<file path="src/rtl/param_bus_pkg.sv">
// param_bus_pkg: shared types and helpers for the synth parameter-bus arbiter.
//   arb_state_t - transaction state machine encoding
//   SEL_*       - bit positions inside the one-hot block select
//   clogb2 / hold_cnt_w - width helpers for the hold-window counter
package param_bus_pkg;

    typedef enum logic [2:0] {
        IDLE   = 3'd0,
        SETUP  = 3'd1,
        STROBE = 3'd2,
        HOLD   = 3'd3,
        DONE   = 3'd4
    } arb_state_t;

    localparam int unsigned SEL_ENV = 0;
    localparam int unsigned SEL_OSC = 1;
    localparam int unsigned SEL_M1  = 2;
    localparam int unsigned SEL_M2  = 3;
    localparam int unsigned SEL_COM = 4;

    // Number of bits needed to count value distinct states (ceil(log2(value))).
    function automatic int unsigned clogb2(input int unsigned value);
        int unsigned v;
        int unsigned w;
        v = value - 1;
        w = 0;
        while (v > 0) begin
            w = w + 1;
            v = v >> 1;
        end
        return w;
    endfunction

    // Hold counter runs 0..hold_cycles-1; keep at least one bit for hold_cycles == 1.
    function automatic int unsigned hold_cnt_w(input int unsigned hold_cycles);
        return (hold_cycles < 2) ? 1 : clogb2(hold_cycles);
    endfunction

endpackage

</file>
<file path="src/rtl/arb_pick.sv">
// arb_pick: combinational winner select for the parameter-bus arbiter.
//   req_i - request vector, one bit per master
//   ptr_i - round-robin search start index (ignored in fixed-priority mode)
//   gnt_o - one-hot winner (all zero when no request)
//   idx_o - binary index of the winner
// Macro PARAM_BUS_ROUND_ROBIN_EN selects round-robin search from ptr_i;
// otherwise the lowest requesting index wins.
module arb_pick
    import param_bus_pkg::*;
#(
    parameter int unsigned N_MASTERS = 3,
    parameter int unsigned IDX_W     = 2
) (
    input  logic [N_MASTERS-1:0] req_i,
    input  logic [IDX_W-1:0]     ptr_i,
    output logic [N_MASTERS-1:0] gnt_o,
    output logic [IDX_W-1:0]     idx_o
);

    logic found;

`ifdef PARAM_BUS_ROUND_ROBIN_EN
    int unsigned j;

    always_comb begin
        gnt_o = '0;
        idx_o = '0;
        found = 1'b0;
        j     = 0;
        for (int unsigned k = 0; k < N_MASTERS; k++) begin
            // Walk the ring starting at ptr_i, wrapping past the last master.
            j = (32'(ptr_i) + k) % N_MASTERS;
            if (!found && req_i[j]) begin
                found    = 1'b1;
                gnt_o[j] = 1'b1;
                idx_o    = IDX_W'(j);
            end
        end
    end
`else
    logic unused_ptr;
    assign unused_ptr = ^ptr_i;

    always_comb begin
        gnt_o = '0;
        idx_o = '0;
        found = 1'b0;
        for (int unsigned i = 0; i < N_MASTERS; i++) begin
            if (!found && req_i[i]) begin
                found    = 1'b1;
                gnt_o[i] = 1'b1;
                idx_o    = IDX_W'(i);
            end
        end
    end
`endif

endmodule

</file>
<file path="src/rtl/param_bus_arbiter.sv">
// param_bus_arbiter: N-master arbiter driving the synth parameter bus.
// Each transaction runs IDLE -> SETUP -> STROBE -> HOLD (HOLD_CYCLES) -> DONE.
// Ports:
//   clk, reset              - bus clock, synchronous active-high reset
//   m_req/m_write/m_syx     - per-master request, direction, sysex qualifier
//   m_addr/m_sel/m_wdata    - packed per-master address, select, write data
//   m_gnt/m_done/m_rdata    - one-hot grant, one-cycle done pulse, read data
//   bus_*                   - engine-side address/select/strobes/data
//   busy                    - high whenever a transaction is in flight
// Macro PARAM_BUS_ROUND_ROBIN_EN enables round-robin arbitration; by default
// fixed priority with master 0 highest. All outputs are registered.
module param_bus_arbiter
    import param_bus_pkg::*;
#(
    parameter int unsigned N_MASTERS   = 3,
    parameter int unsigned ADDR_W      = 7,
    parameter int unsigned SEL_W       = 5,
    parameter int unsigned DATA_W      = 8,
    parameter int unsigned HOLD_CYCLES = 4
) (
    input  logic                          clk,
    input  logic                          reset,
    input  logic [N_MASTERS-1:0]          m_req,
    input  logic [N_MASTERS-1:0]          m_write,
    input  logic [N_MASTERS-1:0]          m_syx,
    input  logic [N_MASTERS*ADDR_W-1:0]   m_addr,
    input  logic [N_MASTERS*SEL_W-1:0]    m_sel,
    input  logic [N_MASTERS*DATA_W-1:0]   m_wdata,
    output logic [N_MASTERS-1:0]          m_gnt,
    output logic [N_MASTERS-1:0]          m_done,
    output logic [DATA_W-1:0]             m_rdata,
    output logic [ADDR_W-1:0]             bus_adr,
    output logic [SEL_W-1:0]              bus_sel,
    output logic                          bus_write,
    output logic                          bus_read,
    output logic                          bus_syx,
    output logic [DATA_W-1:0]             bus_wdata,
    input  logic [DATA_W-1:0]             bus_rdata,
    output logic                          busy
);

    localparam int unsigned IDX_W = $clog2(N_MASTERS);
    localparam int unsigned CNT_W = hold_cnt_w(HOLD_CYCLES);
    localparam logic [CNT_W-1:0] CNT_LAST = CNT_W'(HOLD_CYCLES - 1);

    arb_state_t state_q, state_d;
    logic [N_MASTERS-1:0] gnt_q, gnt_d;
    logic [N_MASTERS-1:0] done_q, done_d;
    logic [DATA_W-1:0]    rdata_q, rdata_d;
    logic [ADDR_W-1:0]    adr_q, adr_d;
    logic [SEL_W-1:0]     sel_q, sel_d;
    logic                 syx_q, syx_d;
    logic [DATA_W-1:0]    wdata_q, wdata_d;
    logic                 cap_write_q, cap_write_d;
    logic                 bus_write_q, bus_write_d;
    logic                 bus_read_q, bus_read_d;
    logic                 busy_q, busy_d;
    logic [CNT_W-1:0]     cnt_q, cnt_d;

    logic [N_MASTERS-1:0] pick_gnt;
    logic [IDX_W-1:0]     pick_idx;
    logic [IDX_W-1:0]     ptr;

    logic [ADDR_W-1:0]    win_addr;
    logic [SEL_W-1:0]     win_sel;
    logic [DATA_W-1:0]    win_wdata;
    logic                 win_write;
    logic                 win_syx;

    arb_pick #(
        .N_MASTERS (N_MASTERS),
        .IDX_W     (IDX_W)
    ) u_pick (
        .req_i (m_req),
        .ptr_i (ptr),
        .gnt_o (pick_gnt),
        .idx_o (pick_idx)
    );

`ifdef PARAM_BUS_ROUND_ROBIN_EN
    // Pointer holds the index where the next search starts (last winner + 1).
    localparam logic [IDX_W-1:0] IDX_LAST = IDX_W'(N_MASTERS - 1);
    logic [IDX_W-1:0] ptr_q, ptr_d;

    always_comb begin
        ptr_d = ptr_q;
        if (state_q == IDLE && |m_req) begin
            ptr_d = (pick_idx == IDX_LAST) ? '0 : pick_idx + 1'b1;
        end
    end

    always_ff @(posedge clk) begin
        if (reset) begin
            ptr_q <= '0;
        end else begin
            ptr_q <= ptr_d;
        end
    end

    assign ptr = ptr_q;
`else
    logic unused_idx;
    assign unused_idx = ^pick_idx;
    assign ptr        = '0;
`endif

    // One-hot mux of the winning master's request fields.
    always_comb begin
        win_addr  = '0;
        win_sel   = '0;
        win_wdata = '0;
        win_write = 1'b0;
        win_syx   = 1'b0;
        for (int unsigned i = 0; i < N_MASTERS; i++) begin
            if (pick_gnt[i]) begin
                win_addr  = win_addr  | m_addr[i*ADDR_W +: ADDR_W];
                win_sel   = win_sel   | m_sel[i*SEL_W +: SEL_W];
                win_wdata = win_wdata | m_wdata[i*DATA_W +: DATA_W];
                win_write = win_write | m_write[i];
                win_syx   = win_syx   | m_syx[i];
            end
        end
    end

    always_comb begin
        state_d     = state_q;
        gnt_d       = gnt_q;
        done_d      = '0;
        rdata_d     = rdata_q;
        adr_d       = adr_q;
        sel_d       = sel_q;
        syx_d       = syx_q;
        wdata_d     = wdata_q;
        cap_write_d = cap_write_q;
        bus_write_d = 1'b0;
        bus_read_d  = 1'b0;
        cnt_d       = cnt_q;

        unique case (state_q)
            IDLE: begin
                if (|m_req) begin
                    state_d     = SETUP;
                    gnt_d       = pick_gnt;
                    adr_d       = win_addr;
                    sel_d       = win_sel;
                    wdata_d     = win_wdata;
                    syx_d       = win_syx;
                    cap_write_d = win_write;
                    rdata_d     = '0;
                end
            end
            SETUP: begin
                // Strobe registers here so it is visible during STROBE.
                state_d     = STROBE;
                bus_write_d = cap_write_q;
                bus_read_d  = ~cap_write_q;
            end
            STROBE: begin
                state_d = HOLD;
                cnt_d   = '0;
            end
            HOLD: begin
                cnt_d = cnt_q + 1'b1;
                if (cnt_q == CNT_LAST) begin
                    if (!cap_write_q) begin
                        rdata_d = bus_rdata;
                    end
                    done_d  = gnt_q;
                    state_d = DONE;
                end
            end
            DONE: begin
                state_d = IDLE;
                gnt_d   = '0;
                adr_d   = '0;
                sel_d   = '0;
                syx_d   = 1'b0;
                wdata_d = '0;
            end
            default: begin
                state_d = IDLE;
            end
        endcase

        busy_d = (state_d != IDLE);
    end

    always_ff @(posedge clk) begin
        if (reset) begin
            state_q     <= IDLE;
            gnt_q       <= '0;
            done_q      <= '0;
            rdata_q     <= '0;
            adr_q       <= '0;
            sel_q       <= '0;
            syx_q       <= 1'b0;
            wdata_q     <= '0;
            cap_write_q <= 1'b0;
            bus_write_q <= 1'b0;
            bus_read_q  <= 1'b0;
            busy_q      <= 1'b0;
            cnt_q       <= '0;
        end else begin
            state_q     <= state_d;
            gnt_q       <= gnt_d;
            done_q      <= done_d;
            rdata_q     <= rdata_d;
            adr_q       <= adr_d;
            sel_q       <= sel_d;
            syx_q       <= syx_d;
            wdata_q     <= wdata_d;
            cap_write_q <= cap_write_d;
            bus_write_q <= bus_write_d;
            bus_read_q  <= bus_read_d;
            busy_q      <= busy_d;
            cnt_q       <= cnt_d;
        end
    end

    assign m_gnt     = gnt_q;
    assign m_done    = done_q;
    assign m_rdata   = rdata_q;
    assign bus_adr   = adr_q;
    assign bus_sel   = sel_q;
    assign bus_syx   = syx_q;
    assign bus_wdata = wdata_q;
    assign bus_write = bus_write_q;
    assign bus_read  = bus_read_q;
    assign busy      = busy_q;

endmodule

</file>
<file path="config.mk">
export PLATFORM = sky130hd
export DESIGN_NAME = param_bus_arbiter
export DESIGN_NICKNAME = d
export VERILOG_FILES = /design/src/rtl/param_bus_pkg.sv /design/src/rtl/arb_pick.sv /design/src/rtl/param_bus_arbiter.sv
export SDC_FILE = /design/constraint.sdc
export NUM_CORES = 1
export LEC_CHECK = 0
export ABC_AREA = 1
export CORE_MARGIN = 2
export CORE_UTILIZATION = 31
export DETAILED_ROUTE_END_ITERATION = 10
export PLACE_DENSITY = 0.69
export SYNTH_ARGS = -nofsm -noshare
export SYNTH_HDL_FRONTEND = slang
export SYNTH_SLANG_ARGS = --single-unit
</file>
<file path="constraint.sdc">
create_clock -name clk -period 1.06 [get_ports clk]
set_input_delay 0.159 -clock clk [delete_from_list [all_inputs] [get_ports clk]]
set_output_delay 0.159 -clock clk [all_outputs]
set_load 0.005 [all_outputs]
</file>
## Word level (Yosys, flattened, before mapping)

Index checks and enable logic that the tools add are counted.

| word-level totals | value |
|---|---|
| register bits after elaboration | 44 |
| input port bits | 79 |
| output and inout port bits | 38 |
| word-level logic and storage cells | 88 |

| operators by class | value |
|---|---|
| $add $sub $neg | 1 |
| muxes and demuxes | 37 |
| reduce and logical (&&, ||, !) cells | 15 |
| bitwise gates (word level) | 14 |
| equal/unequal tests | 8 |

Operator list:

| operator | number |
|---|---|
| $mux W8 | 7 |
| $pmux W8 S2 | 2 |
| $mux W7 | 4 |
| $mux W5 | 4 |
| $or A8 B8 Y8 | 2 |
| $or A7 B7 Y7 | 2 |
| $pmux W7 S2 | 1 |
| $pmux W3 S4 | 1 |
| $mux W1 | 11 |
| $or A5 B5 Y5 | 2 |
| $pmux W5 S2 | 1 |
| $mux W3 | 3 |
| $eq A3 B2 Y1 const B | 2 |
| $ne A2 B2 Y1 const B | 3 |
| $pmux W3 S2 | 1 |
| $reduce_bool A2 Y1 | 3 |
| $reduce_or A3 Y1 | 2 |
| $not A1 Y1 | 4 |
| $or A1 B1 Y1 | 4 |
| $pmux W2 S2 | 1 |
| $reduce_and A2 Y1 | 2 |
| $reduce_and A4 Y1 | 1 |
| $eq A3 B1 Y1 const B | 1 |
| $eq A3 B3 Y1 const B | 1 |
| 8 further kinds | 10 |

## Logic depth before layout (Yosys ltp)

Gate-level depths: netlist of the first run.

| depth | value |
|---|---|
| word-level depth | 10 |
| gate-level depth with buffers | 10 |

## Cells and area by module

From an unflattened synthesis of the first run, not the netlist that was laid out.

| second synthesis, totals | value |
|---|---|
| cells, all modules | 319 |
| area, all modules | 2,157.1 µm² |

Modules (own cells, without submodules):

| module | instances | seq. area each (µm²) | cells each | area each (µm²) |
|---|---|---|---|---|
| param_bus_arbiter | 1 | 880.8 | 312 | 2,114.5 |
| arb_pick | 1 | 0.0 | 7 | 42.5 |

## Least setup slack after synthesis of the first run

Ideal clock, no wire load.

| timing path | value |
|---|---|
| path kind | flip-flop to flip-flop |
| start | reg state_q[0] |
| end | reg rdata_q[0], in the netlist m_rdata[0] |
| buffers on the path | 1 |
| arrival time | 1,046 ps |
| library setup time | 113 ps |
| data required time | 947 ps |
| slack | -99 ps |
| stages on the path, launching flop included | 10 |
| cells stage by stage | dfxtp_1 -> inv_2 -> nand2_2 -> nor2_4 -> nand2_4 -> nand2_4 -> nand2_4 -> buf_6 -> nor2_1 -> nor2_1 |

| between the ends | value |
|---|---|
| longest elaborated chain between the ends | 3 |

Ends and longest elaborated chain:

| item | line | text |
|---|---|---|
| start, declared | param_bus_arbiter.sv:46 | `arb_state_t state_q, state_d;` |
| start signal, assigned | param_bus_arbiter.sv:204 | `state_q <= state_d;` |
| $eq A3 B2 Y1 / $logic_not A3 Y1 (equally long branches) | param_bus_arbiter.sv:139 | `unique case (state_q)` |
| $ne A2 B2 Y1 (no line) / $reduce_bool A2 Y1 (equally long branches) | - |  |
| $reduce_and A4 Y1 (no line) | - |  |
| end signal, assigned | param_bus_arbiter.sv:207 | `rdata_q <= rdata_d;` |
| end, declared | param_bus_arbiter.sv:49 | `logic [DATA_W-1:0] rdata_q, rdata_d;` |

Parallel ways exist; a longest one is shown, timed or not.
A chain may end at the register's enable or synchronous reset.

## Worst setup path after layout of the first run

| timing path | value |
|---|---|
| start | reg state_q[2] |
| end | reg rdata_q[5], in the netlist m_rdata[5] |

Same word-level chain as after synthesis.

==> results of run 1 <==
## metal layers
metal	vias to the layer above	GRT usage, %	part of all wire [%]	routed length, µm
li1	1289	-	-	-
met1	1170	21.7	38	3000
met2	97	34.8	53	4140
met3	24	4.55	5.9	463
met4	0	7.55	3.4	264
met5	-	0	0	0
## final cells by class
class / instances / share of cell area (%)
flip-flops and latches: 44 / 21.9
repair buffers: 158 / 37.1
inverters: 33 / 3.75
diodes: 1 / 0.0595
clock buffers: 6 / 1.96
well taps: 80 / 2.38
multi-input cells: 225 / 32.6
clock inverters: 2 / 0.238
## Yosys cell counts
cell,count,area [µm²]
nand2_2,4,25.0
clkinv_1,1,3.75
inv_2,3,11.3
buf_4,4,30.0
dfxtp_1,44,881
ha_1,1,12.5
a31oi_1,1,6.26
buf_2,4,20.0
nor2_1,36,135
inv_4,1,6.26
nor2_4,3,33.8
o21ai_0,6,30.0
nand3_1,23,115
clkbuf_1,3,11.3
o21ai_1,3,15.0
a21oi_1,28,140
nor3_1,1,5.00
nand2_1,100,375
o21ai_2,10,87.6
buf_6,4,45.0
nand2_4,5,56.3
inv_1,28,105
nor2_2,1,6.26
## worst paths after layout
| kind | start | endpoint | slack [ns] |
|---|---|---|---|
| worst max-delay path | state_q[2]$_SDFF_PP0_ | m_rdata[5]$_SDFFE_PP0P_ | -0.20 |
| worst min-delay path | m_req[2] | m_gnt[2]$_SDFFE_PP0P_ | 0.42 |
| worst max register to register | state_q[2]$_SDFF_PP0_ | m_rdata[5]$_SDFFE_PP0P_ | -0.20 |
| worst min register to register | m_gnt[0]$_SDFFE_PP0P_ | m_done[0]$_SDFF_PP0_ | 0.46 |
## registers in the layout, indices dropped and copies added (netlist names)
| name | flops |
|---|---|
| bus_adr | 7 |
| m_gnt | 3 |
| cap_write_q | 1 |
| bus_write | 1 |
| bus_sel | 5 |
| bus_read | 1 |
| m_done | 3 |
| bus_wdata | 8 |
| bus_syx | 1 |
| cnt_q | 2 |
| state_q | 3 |
| busy | 1 |
| m_rdata | 8 |
## kinds of logic (layout without fill, tap and decap cells)
group,count (synthesis),in the layout,synth area share (%)
AOI/OAI and AO/OA,48,48,12.9
buffers and inverters,48,199,10.8
DFF,44,44,40.8
adders and majority gates,1,1,0.580
other,0,1,0
and+or+nand+nor,173,176,34.9
## worst reg2reg max path: cells and delay by family, from the launching register on
kind                   cells  cell delay (ns)
AND/OR/NAND/NOR            8             0.75
flip-flops                 1             0.34
buffers and inverters      1             0.08
## metrics by stage
step / setup slack [ns] / instances / TNS [ns]
after floorplan: -0.0987 / 314 / -1.75
after global placement: -0.521 / 517 / -16.51
after detailed placement: -0.560 / 517 / -17.56
after CTS: -0.167 / 539 / -4.52
after global routing: -0.266 / 548 / -7.27
final: -0.199 / 549 / -5.57
## power breakdown
group	switching (mW)	internal (mW)	total (mW)
clock	0.573	0.521	1.09
combinational	0.963	1.08	2.05
sequential	0.123	1.85	1.97
total	1.66	3.45	5.11
## repair_timing
action	4_1_cts	5_1_grt
setup endpoints to repair	75	60
cloned	4	0
buffers inserted	10	10
resized for setup	110	83
pin swaps	29	11
==> out/metrics.yaml, run 1 <==
grt:
  grtUsageTotal_pct: 19.3
  grt_pass1_vias: 2478
  grt_max_degree: 17
  antenna_found_initial: 0
  grt_pass1_wl_mm: 11.5
  grt.overflow.total: 0
clocking:
  cts_tree: "yes"
  cts.clk_slew.worst_paths_ns: 0.09
  worstSkewPairLatency_ns: 0.30
  cts.sinks: 44
  cts_buffers: 5
  holdBufCountCts: 0
  cts_buffer_depth: 2
  cts_root_buffer: "clkbuf_8"
  cts-htree-levels: 2
power:
  vdd_drop_max_mv: 0.562
  power.leakage_nw: 1.90
  power_mw: 5.11
  p_per_area_mw_per_mm2: 1220
timing:
  finalCritPeriodShare_pct: 119
  relSlewSlack_pct: 80.2
  clock.fmax_mhz: 794
  slew_violations: 0
  finalSetupViolations: 41
  fin_ws_ns: -0.199
  min_period_ns: 1.26
  rsz0062_at_grt: "true"
  whs_ns: 0.418
  hold_viol: 0
  max_slew.worst_pin.slew_ns: 0.293
  clock_skew_ns: 0.0106
job:
  maxCapViolCount: 0
detailed_routing:
  drc: 0
  via_count: 2580
  wl_per_cell_um: 14.3
  drt_iter0_markers: 76
  first_pass_iters: 4
  wl_mm: 7.86
  routed_via_density: 4.70
  ant_nets: 0
layout:
  layout.cells.most_common_list: "nand2_1, clkdlybuf4s50_1, buf_4, nor2_1, dfxtp_2"
  final_util_pct: 62.3
  finalInstanceArea_mm2: 0.00421
  mostFrequentLayoutCell: "nand2_1"
  fin_nets: 547
  syn_to_final_growth_pct: 95.0
  multiInputGateArea_mm2: 0.00137
  fillers: 576
  register_area_um2: 922
  drive_above_1_share_pct: 35.0
worst_setup_path:
  reg2regPathDepth: 9
  path_buf_inv: 1
  cp_cell_sequence: "inv_2 -> nand2_4 -> nor2_4 -> nand2_4 -> nand2_8 -> nand2_8 -> nand2_1 -> nand2_1 -> nor2_1"
  critical_path.slowest_cell: "dfxtp_2"
  critPathRequiredTime_ns: 1.28
  cp_num_cells: 9
  worstSetupStartpointType: "flop"
  critPathArrivalTime_ns: 1.48
  crit_fanout: 8
  crit_type: "flop to flop"
  critPathTopFamily: "simple AND/OR/NAND/NOR gates"
  cp_slowest_stage_delay_ns: 0.34
  endpoint_kind: "flop"
placed_design:
  port-buffer-count: 116
  hpwlAfterDp_mm: 5.17
  placed_cell_area_mm2: 0.00351
  place_congestion: 0.827
status:
  status: "finished, violations left"
  violations: "setup timing"
logic_synthesis:
  ys_seq_area_share_pct: 40.8
  synthCells: 314
  synth_area_per_cell_um2: 6.87
  synth_nets: 394
  synth_cell_types: 23
  ys_warn_count: 0
  ys_seq_elements: 44
  synthesis.area_mm2: 0.00216
floorplan:
  dieHeight_um: 87.4
  core-area_mm2: 0.00676
  chipWidth_um: 87.4
  rows: 30
  die-area_mm2: 0.00764
  ios: 117
  start_util_pct: 31.9
worst_hold_path:
  hold_depth: 5
  hp-class: "input pin to flop"
(Power assumes the default switching activity.)
==> run 2: changes to the inputs <==
--- a/config.mk
+++ b/config.mk
@@ -9,7 +9,8 @@
 export CORE_MARGIN = 2
 export CORE_UTILIZATION = 31
 export DETAILED_ROUTE_END_ITERATION = 10
-export PLACE_DENSITY = 0.69
+export GPL_ROUTABILITY_DRIVEN = 1
+export PLACE_DENSITY = 0.68
 export SYNTH_ARGS = -nofsm -noshare
 export SYNTH_HDL_FRONTEND = slang
 export SYNTH_SLANG_ARGS = --single-unit
==> out/metrics.yaml, run 2 (synthesized netlist as in run 1, its figures left out) <==
timing:
  rsz0062_at_grt: "true"
  min_period_ns: 1.23
  hold_viol: 0
  finalSetupViolations: 38
  final.setup.tns_ns: -3.94
  finalCritPeriodShare_pct: 116
  clock_skew_ns: 0.00456
  clock.fmax_mhz: 810
  whs_ns: 0.466
  slew_violations: 0
  max_slew.worst_pin.slew_ns: 0.233
  fin_ws_ns: -0.175
  relSlewSlack_pct: 84.5
placed_design:
  placed_cell_area_mm2: 0.00351
  place_congestion: 0.788
  dp.cells: 518
  place_ws_ns: -0.567
  hpwlAfterDp_mm: 5.11
  port-buffer-count: 116
grt:
  grt.overflow.total: 0
  grt_max_degree: 18
  grt_pass1_vias: 2387
  antenna_found_initial: 0
  grt_pass1_wl_mm: 11.2
  grtUsageTotal_pct: 18.6
layout:
  drive_above_1_share_pct: 31.1
  final_util_pct: 59.6
  mostFrequentLayoutCell: "nand2_1"
  syn_to_final_growth_pct: 86.7
  finalInstanceArea_mm2: 0.00403
  layout.cells.most_common_list: "nand2_1, clkdlybuf4s50_1, nor2_1, dfxtp_1, buf_4"
  instances_no_fill: 541
  fin_nets: 542
worst_hold_path:
  min_from: "bus_adr[0]$_SDFFE_PP0P_"
  holdPathEnd: "bus_adr[0]$_SDFFE_PP0P_"
  hp-class: "flop to flop"
  hold_depth: 2
power:
  p_per_area_mw_per_mm2: 1180
  power.leakage_nw: 1.82
  vdd_drop_max_mv: 0.534
  power_mw: 4.76
worst_setup_path:
  critPathTopFamily: "simple AND/OR/NAND/NOR gates"
  critical_path.slowest_cell: "dfxtp_2"
  cp_cell_sequence: "inv_2 -> nand2_4 -> nor2_4 -> nand2_2 -> nand2_4 -> nand2_8 -> nand2_2 -> nand2_1 -> nor2_1"
  worstSetupStartpointType: "flop"
  cp_num_cells: 9
  critPathArrivalTime_ns: 1.46
  crit_type: "flop to flop"
  crit_fanout: 8
  reg2reg_to: "m_rdata[0]$_SDFFE_PP0P_"
  r2r-start: "state_q[2]$_SDFF_PP0_"
  path_buf_inv: 1
  reg2regPathDepth: 9
  r2r_slack_ns: -0.17
  startpoint: "state_q[2]$_SDFF_PP0_"
  cp_slowest_stage_delay_ns: 0.33
  critPathRequiredTime_ns: 1.29
  endpoint_kind: "flop"
clocking:
  cts.sinks: 44
  cts-htree-levels: 2
  cts_tree: "yes"
  worstSkewPairLatency_ns: 0.29
  cts.clk_slew.worst_paths_ns: 0.07
  cts_buffers: 5
  cts_buffer_depth: 2
  cts_root_buffer: "clkbuf_8"
floorplan:
  start_util_pct: 31.9
  core-area_mm2: 0.00676
  ios: 117
  die-area_mm2: 0.00764
  chipWidth_um: 87.4
  rows: 30
  dieHeight_um: 87.4
detailed_routing:
  drt_iter0_markers: 54
  via_count: 2473
  drc: 0
  wl_per_cell_um: 13.2
  first_pass_iters: 6
  routed_via_density: 4.57
  ant_nets: 0
  wl_mm: 7.14
status:
  status: "finished, violations left"
  violations: "setup timing"
job:
  maxCapViolCount: 0
## run 2: cell type report
cell class / instances / area, µm²
sequential: 44 / 906
antenna: 1 / 2.50
timing repair buffer: 153 / 1460
inverter: 33 / 149
multi-input combinational: 225 / 1340
tap: 80 / 100
clock buffer: 5 / 68.8
fill: 598 / 2730
## run 2: per-layer routing
metal  vias up  GRT usage (%)  share of wire, %
li1       1273              -                 -
met3        10           3.98               5.7
met2        70           32.4                52
met5         -              0                 0
met1      1120           22.5                41
met4         0           6.57               1.1
## run 2: where the power goes
part | switching [mW] | internal [mW] | total (mW)
Clock | 0.507 | 0.425 | 0.931
Combinational | 0.895 | 0.988 | 1.88
Sequential | 0.104 | 1.84 | 1.95
Total | 1.51 | 3.26 | 4.76
## run 2: how the worst max path moves through the flow
| stage | slack (ns) | endpoint |
|---|---|---|
| floorplan | -0.1 | m_rdata[0]$_SDFFE_PP0P_ |
| global placement | -0.51 | bus_wdata[5]$_SDFFE_PP0P_ |
| detailed placement | -0.57 | bus_wdata[4]$_SDFFE_PP0P_ |
| CTS | -0.11 | m_rdata[2]$_SDFFE_PP0P_ |
| global route | -0.24 | m_rdata[6]$_SDFFE_PP0P_ |
| finish | -0.17 | m_rdata[0]$_SDFFE_PP0P_ |
## run 2: repair_timing
item,4_1_cts,5_1_grt
endpoints found under the hold margin,0,0
pin swaps,9,29
endpoints found under the setup margin,77,65
buffers inserted,5,9
hold buffers,0,0
cloned,4,0
gates resized for setup,100,71
## run 2: worst register-to-register path, stage by stage (launching register included)
cell,delay (ns)
dfxtp_2,0.33
inv_2,0.08
nand2_4,0.06
nor2_4,0.16
nand2_2,0.11
nand2_4,0.13
nand2_8,0.09
nand2_2,0.06
nand2_1,0.04
nor2_1,0.10
